### src/rtl/telemetry_framer_if.sv
// Sensor read port and downlink serial_tx handshake bundled for telemetry_framer.
interface telemetry_framer_if;
  logic [7:0] snsr_addr;
  logic [7:0] snsr_data;
  logic [7:0] tx_data;
  logic       tx_new_data;
  logic       tx_busy;
  logic       tx_block;

  modport master (
    output snsr_addr,
    input  snsr_data,
    output tx_data,
    output tx_new_data,
    input  tx_busy,
    input  tx_block
  );

  modport slave (
    input  snsr_addr,
    output snsr_data,
    input  tx_data,
    input  tx_new_data,
    output tx_busy,
    output tx_block
  );
endinterface

### src/rtl/telemetry_framer.sv
// Periodic sensor snapshot framer: reads PAYLOAD_LEN sensor bytes into a local
// buffer, then sends SYNC0 SYNC1 SEQ LEN payload CHK one byte per serial_tx handshake.
module telemetry_framer #(
  parameter int unsigned FRAME_PERIOD = 2_500_000,
  parameter int unsigned PAYLOAD_LEN  = 41,
  parameter logic [7:0]  BASE_ADDR    = 8'h00,
  parameter logic [7:0]  SYNC0        = 8'hA5,
  parameter logic [7:0]  SYNC1        = 8'h5A
) (
  input  logic               clk,
  input  logic               rst_n,
  input  logic               enable,
  telemetry_framer_if.master bus,
  output logic               frame_busy,
  output logic [7:0]         seq,
  output logic [7:0]         overrun_cnt
);

  localparam int unsigned   TW     = (FRAME_PERIOD > 1) ? $clog2(FRAME_PERIOD) : 1;
  localparam int unsigned   BW     = (PAYLOAD_LEN > 1) ? $clog2(PAYLOAD_LEN) : 1;
  localparam logic [TW-1:0] TMAX   = TW'(FRAME_PERIOD - 1);
  localparam logic [7:0]    LEN8   = 8'(PAYLOAD_LEN);
  localparam logic [8:0]    LEN9   = 9'(PAYLOAD_LEN);
  localparam logic [8:0]    LAST_B = 9'(PAYLOAD_LEN + 4);

  localparam logic [2:0] S_IDLE  = 3'd0;
  localparam logic [2:0] S_SNAP  = 3'd1;
  localparam logic [2:0] S_SEND  = 3'd2;
  localparam logic [2:0] S_GUARD = 3'd3;
  localparam logic [2:0] S_WAIT  = 3'd4;

  logic [2:0]    r_state;
  logic [TW-1:0] r_timer;
  logic [7:0]    r_addr;
  logic [8:0]    r_idx;
  logic [8:0]    r_b;
  logic [7:0]    r_chk;
  logic [7:0]    r_tx_data;
  logic          r_tx_new;
  logic [7:0]    r_seq;
  logic [7:0]    r_ovr;
  logic [7:0]    r_buf [2**BW];

  logic          w_tick;
  logic [7:0]    w_byte;

  assign w_tick = enable && (r_timer == TMAX);

  // Frame period timer: free-runs while enabled, cleared and held when disabled.
  always_ff @(posedge clk or negedge rst_n) begin
    if (!rst_n) begin
      r_timer <= '0;
    end else if (!enable || w_tick) begin
      r_timer <= '0;
    end else begin
      r_timer <= r_timer + 1'b1;
    end
  end

  // Snapshot buffer: slot i-1 captures the sensor byte returned for address BASE_ADDR+i-1.
  always_ff @(posedge clk) begin
    if (r_state == S_SNAP && r_idx != 9'd0) begin
      r_buf[BW'(r_idx - 9'd1)] <= bus.snsr_data;
    end
  end

  // Select the outgoing frame byte for the current byte index.
  always_comb begin
    w_byte = r_chk;
    if (r_b == 9'd0) begin
      w_byte = SYNC0;
    end else if (r_b == 9'd1) begin
      w_byte = SYNC1;
    end else if (r_b == 9'd2) begin
      w_byte = r_seq;
    end else if (r_b == 9'd3) begin
      w_byte = LEN8;
    end else if (r_b < LAST_B) begin
      w_byte = r_buf[BW'(r_b - 9'd4)];
    end
  end

  // Framing FSM: snapshot, then byte-by-byte handshake with serial_tx; also counts dropped ticks.
  always_ff @(posedge clk or negedge rst_n) begin
    if (!rst_n) begin
      r_state   <= S_IDLE;
      r_addr    <= BASE_ADDR;
      r_idx     <= '0;
      r_b       <= '0;
      r_chk     <= '0;
      r_tx_data <= '0;
      r_tx_new  <= 1'b0;
      r_seq     <= '0;
      r_ovr     <= '0;
    end else begin
      r_tx_new <= 1'b0;
      if (w_tick && r_state != S_IDLE && r_ovr != 8'hFF) begin
        r_ovr <= r_ovr + 8'd1;
      end
      case (r_state)
        S_IDLE: begin
          if (w_tick) begin
            r_state <= S_SNAP;
            r_addr  <= BASE_ADDR;
            r_idx   <= '0;
            r_chk   <= r_seq + LEN8;
          end
        end
        S_SNAP: begin
          if (r_idx != 9'd0) begin
            r_chk <= r_chk + bus.snsr_data;
          end
          if (r_idx == LEN9) begin
            r_state <= S_SEND;
            r_b     <= '0;
          end else begin
            r_addr <= BASE_ADDR + r_idx[7:0] + 8'd1;
            r_idx  <= r_idx + 9'd1;
          end
        end
        S_SEND: begin
          if (!bus.tx_busy && !bus.tx_block) begin
            r_tx_data <= w_byte;
            r_tx_new  <= 1'b1;
            r_state   <= S_GUARD;
          end
        end
        S_GUARD: begin
          r_state <= S_WAIT;
        end
        S_WAIT: begin
          if (!bus.tx_busy) begin
            if (r_b == LAST_B) begin
              r_seq   <= r_seq + 8'd1;
              r_state <= S_IDLE;
            end else begin
              r_b     <= r_b + 9'd1;
              r_state <= S_SEND;
            end
          end
        end
        default: begin
          r_state <= S_IDLE;
        end
      endcase
    end
  end

  assign bus.snsr_addr   = r_addr;
  assign bus.tx_data     = r_tx_data;
  assign bus.tx_new_data = r_tx_new;
  assign frame_busy      = (r_state != S_IDLE);
  assign seq             = r_seq;
  assign overrun_cnt     = r_ovr;

endmodule

### src/flat_wrapper.sv
// flat-port wrapper written by rule: the top's interface ports become plain ports
module telemetry_framer_flat 
#(
  parameter int unsigned FRAME_PERIOD = 2_500_000,
  parameter int unsigned PAYLOAD_LEN  = 41,
  parameter logic [7:0]  BASE_ADDR    = 8'h00,
  parameter logic [7:0]  SYNC0        = 8'hA5,
  parameter logic [7:0]  SYNC1        = 8'h5A
)
  (clk, rst_n, enable, frame_busy, seq, overrun_cnt, bus_snsr_addr, bus_snsr_data, bus_tx_data, bus_tx_new_data, bus_tx_busy, bus_tx_block);
  telemetry_framer_if bus_i ();
  input  logic clk;
  input  logic rst_n;
  input  logic enable;
  output logic frame_busy;
  output logic [7:0] seq;
  output logic [7:0] overrun_cnt;
  output wire logic [$bits(bus_i.snsr_addr)-1:0] bus_snsr_addr;
  input wire logic [$bits(bus_i.snsr_data)-1:0] bus_snsr_data;
  output wire logic [$bits(bus_i.tx_data)-1:0] bus_tx_data;
  output wire logic [$bits(bus_i.tx_new_data)-1:0] bus_tx_new_data;
  input wire logic [$bits(bus_i.tx_busy)-1:0] bus_tx_busy;
  input wire logic [$bits(bus_i.tx_block)-1:0] bus_tx_block;
  assign bus_snsr_addr = bus_i.snsr_addr;
  assign bus_i.snsr_data = bus_snsr_data;
  assign bus_tx_data = bus_i.tx_data;
  assign bus_tx_new_data = bus_i.tx_new_data;
  assign bus_i.tx_busy = bus_tx_busy;
  assign bus_i.tx_block = bus_tx_block;
  telemetry_framer #(.FRAME_PERIOD(FRAME_PERIOD), .PAYLOAD_LEN(PAYLOAD_LEN), .BASE_ADDR(BASE_ADDR), .SYNC0(SYNC0), .SYNC1(SYNC1)) u_core (.clk(clk), .rst_n(rst_n), .enable(enable), .bus(bus_i), .frame_busy(frame_busy), .seq(seq), .overrun_cnt(overrun_cnt));
endmodule
### config.mk
export PLATFORM = sky130hd
export DESIGN_NAME = telemetry_framer_flat
export DESIGN_NICKNAME = d
export VERILOG_FILES = /design/src/rtl/telemetry_framer_if.sv /design/src/rtl/telemetry_framer.sv /design/src/flat_wrapper.sv
export SDC_FILE = /design/constraint.sdc
export NUM_CORES = 1
export LEC_CHECK = 0
export CORE_MARGIN = 2
export CORE_UTILIZATION = 40
export CTS_CLUSTER_SIZE = 20
export DETAILED_ROUTE_END_ITERATION = 10
export SLEW_MARGIN = 5
export SYNTH_ARGS = -nofsm -noshare
export SYNTH_HDL_FRONTEND = slang
export SYNTH_SLANG_ARGS = --single-unit
### constraint.sdc
create_clock -name clk -period 3.5 [get_ports clk]
set_clock_uncertainty 0.15 [all_clocks]
set_input_delay 0.875 -clock clk [delete_from_list [all_inputs] [get_ports clk]]
set_output_delay 0.875 -clock clk [all_outputs]
set_load 0.01 [all_outputs]
==> reports/results.ini <==
[layout]
final_cells=2496
finalCoreUtilization=0.473
area_growth_pct=16.8
diodes=0
final_cell_mix=512 x edfxtp_1, 144 x buf_4, 138 x nor2_1
final_nets=1701
fillCellCount=5108
final_common_cell=edfxtp_1
layout-drive-gt1-share=0.201

[worst_setup_path]
critPathMostFrequentCell=a211oi_1
crit_type=reg -> reg
cp_slowest_stage_delay_ns=0.62
crit_arrival_ns=3.48
end_kind=flip-flop
cp_max_fo=30
crit_slowest_cell=dfrtp_4
required_ns=3.82
worstPathCellList=buf_12, buf_4, mux4_2, a211oi_1, o31ai_1, a221oi_1, a211oi_1
start_kind=flip-flop

[power]
comb_power_share=0.182
p_switching_mw=4.70
p_sw_frac=0.270
power.total_mw=17.4
power_density_mw_per_mm2=610
vdd_ir_drop_max_mv=0.432
intPower_mw=12.7
p_leak_nw=9.39
sequentialPowerShare=0.467
clkPwrFrac=0.351

[placement]
hpwl_um=40800
gp_congestion=0.870
port_buffers=46
dp_slack_ns=0.135
place_inst=2387

[clock_tree]
ctsHtreeMaxLevel=2
cts_buffers=60
post-cts-setup-buffers=0
root_buffer=clkbuf_16
cts_tree=done
path_clk_slew_ns=0.06
cts_resized=0
cts_num_sinks=588
clk_latency_ns=0.61
clockBufferDepth=3
cts_hold_buffers=0

[status]
outcome=finished clean

[global_routing]
antenna_found_initial=4
grt_pass1_wl_um=91900
grt.total_usage=0.197
first_global_vias=14100
grt_overflow=0
grt_max_degree=65

[hold_path]
hp-class=in -> async

[floorplan]
fp.coreArea_sq_mm=0.0604
die_area_sq_mm=0.0630
die_y_um=251
ioPinCount=47
start_util=0.405
rows=90
dieWidth_um=251

[timing]
hold_viol=0
rsz0062_at_grt=no
tns_ns=0
post-route-worst-setup-slack_ns=0.340
relSlewSlack=0.287
slew_viol_final=0
worstMarginPinSlew_ns=1.06
clock.fmax_mhz=316
fin_crit_ns=3.16
fin_crit_sh=0.903
finalSetupViolations=0

[yosys]
synth_edf_count=512
synth_fp_nets=1526
synthCells=1492
netlist_area_sq_mm=0.0244
ys_seq_elements=588
async_reset_ff_frac=0.129
ys_warn_count=0
syn-mean-instance-area_sq_um=16.4
seq_area_frac_synth=0.707
synth-main-ff-cell=edfxtp_1
ys_types=66

[run]
drv_cap=0

[route]
via_per_inst=5.60
drtIter0Drc=1371
first_pass_iters=7
wl_per_cell_um=24.7
ant_nets=0
vias=14000
drt-total-wl_um=61700
drc_errors=0

[cell usage after synthesis (16+ instances only)]
cell type,number,area [sq um]
a21oi_1,44,220
a22oi_1,18,135
buf_2,16,80.1
clkbuf_1,49,184
dfrtp_1,76,1900
edfxtp_1,512,15400
ha_1,20,250
inv_1,22,82.6
mux2i_1,66,661
mux4_2,97,2180
nand2_1,70,263
nand3_1,39,195
nor2_1,138,518
nor3_1,19,95.1
o21ai_0,33,165
o221ai_1,32,280
o22ai_1,22,138
xnor2_1,36,315
xor2_1,23,201
[logic make-up (layout without fill, tap and decap cells)]
family          count (synthesis)  count (layout)  share of synthesized area
flops                         588             588                      0.707
simple gates                  342             342                     0.0651
compound gates                210             210                     0.0582
mux                           166             166                      0.118
buf+inv                       106             328                     0.0191
xor+xnor                       59              59                     0.0212
fa+ha+maj                      21              21                     0.0111
[power by group through the flow]
stage               logic [mW]  registers (mW)  clock network (mW)
floorplan                 2.01            8.16                   0
global placement          3.14            8.26                   0
detailed placement        3.17            8.27                   0
CTS                       3.18            8.12                6.22
global route              3.43            8.16                6.49
finish                    3.17            8.13                6.11
[per-stage QoR]
step,hold slack [ns],instance area (sq um)
after detailed placement,0.329,26700
after floorplan,0.305,24400
after CTS,0.137,28500
after global placement,0.324,26700
after global routing,0.179,28500
final,0.137,28500
[layer usage]
layer | part of all wire | GRT usage | vias to the layer above
li1 | - | - | 6214
met4 | 0.033 | 0.0639 | 2
met3 | 0.068 | 0.0426 | 116
met2 | 0.47 | 0.316 | 520
met1 | 0.43 | 0.270 | 7115
met5 | 0.00019 | 0 | -
[path summary, 6_finish.rpt]
path                                        start                    end  slack, ns  cells past startpoint
max in group asynchronous                   rst_n        u_core.r_chk[2]       2.39                      2
min in group clk                u_core.r_timer[0]      u_core.r_timer[0]       0.33                      1
worst max register to register      u_core.r_b[0]  u_core.bus.tx_data[0]       0.34                      7
worst min register to register  u_core.r_timer[0]      u_core.r_timer[0]       0.33                      1
worst max-delay path                u_core.r_b[0]  u_core.bus.tx_data[0]       0.34                      7
worst min-delay path                        rst_n      u_core.r_timer[2]       0.14                      1
[layout make-up]
type	instances	area, sq um	area share
multi-input cells	798	6690	0.234
flip-flops and latches	588	17300	0.606
well taps	782	978	0.0343
clock buffers	77	1640	0.0575
inverters	24	90.1	0.00316
repair buffers	195	1610	0.0565
clock inverters	32	233	0.00816
[critical path, delay by kind of cell (launching register included)]
family / cells / cell delay (ns)
compound gates: 4 / 0.97
buf+inv: 2 / 0.66
flops: 1 / 0.62
mux: 1 / 0.58
[sequential cells by signal, indices dropped and copies added (netlist names), 3 cells and up]
register,cells
u_core.r_idx,9
u_core.seq,8
u_core.bus.tx_data,8
u_core.r_b,9
u_core.overrun_cnt,8
u_core.r_state,3
u_core.r_timer,22
u_core.r_buf,512
u_core.r_chk,8
No activity file was read; power rests on OpenSTA's default activity.
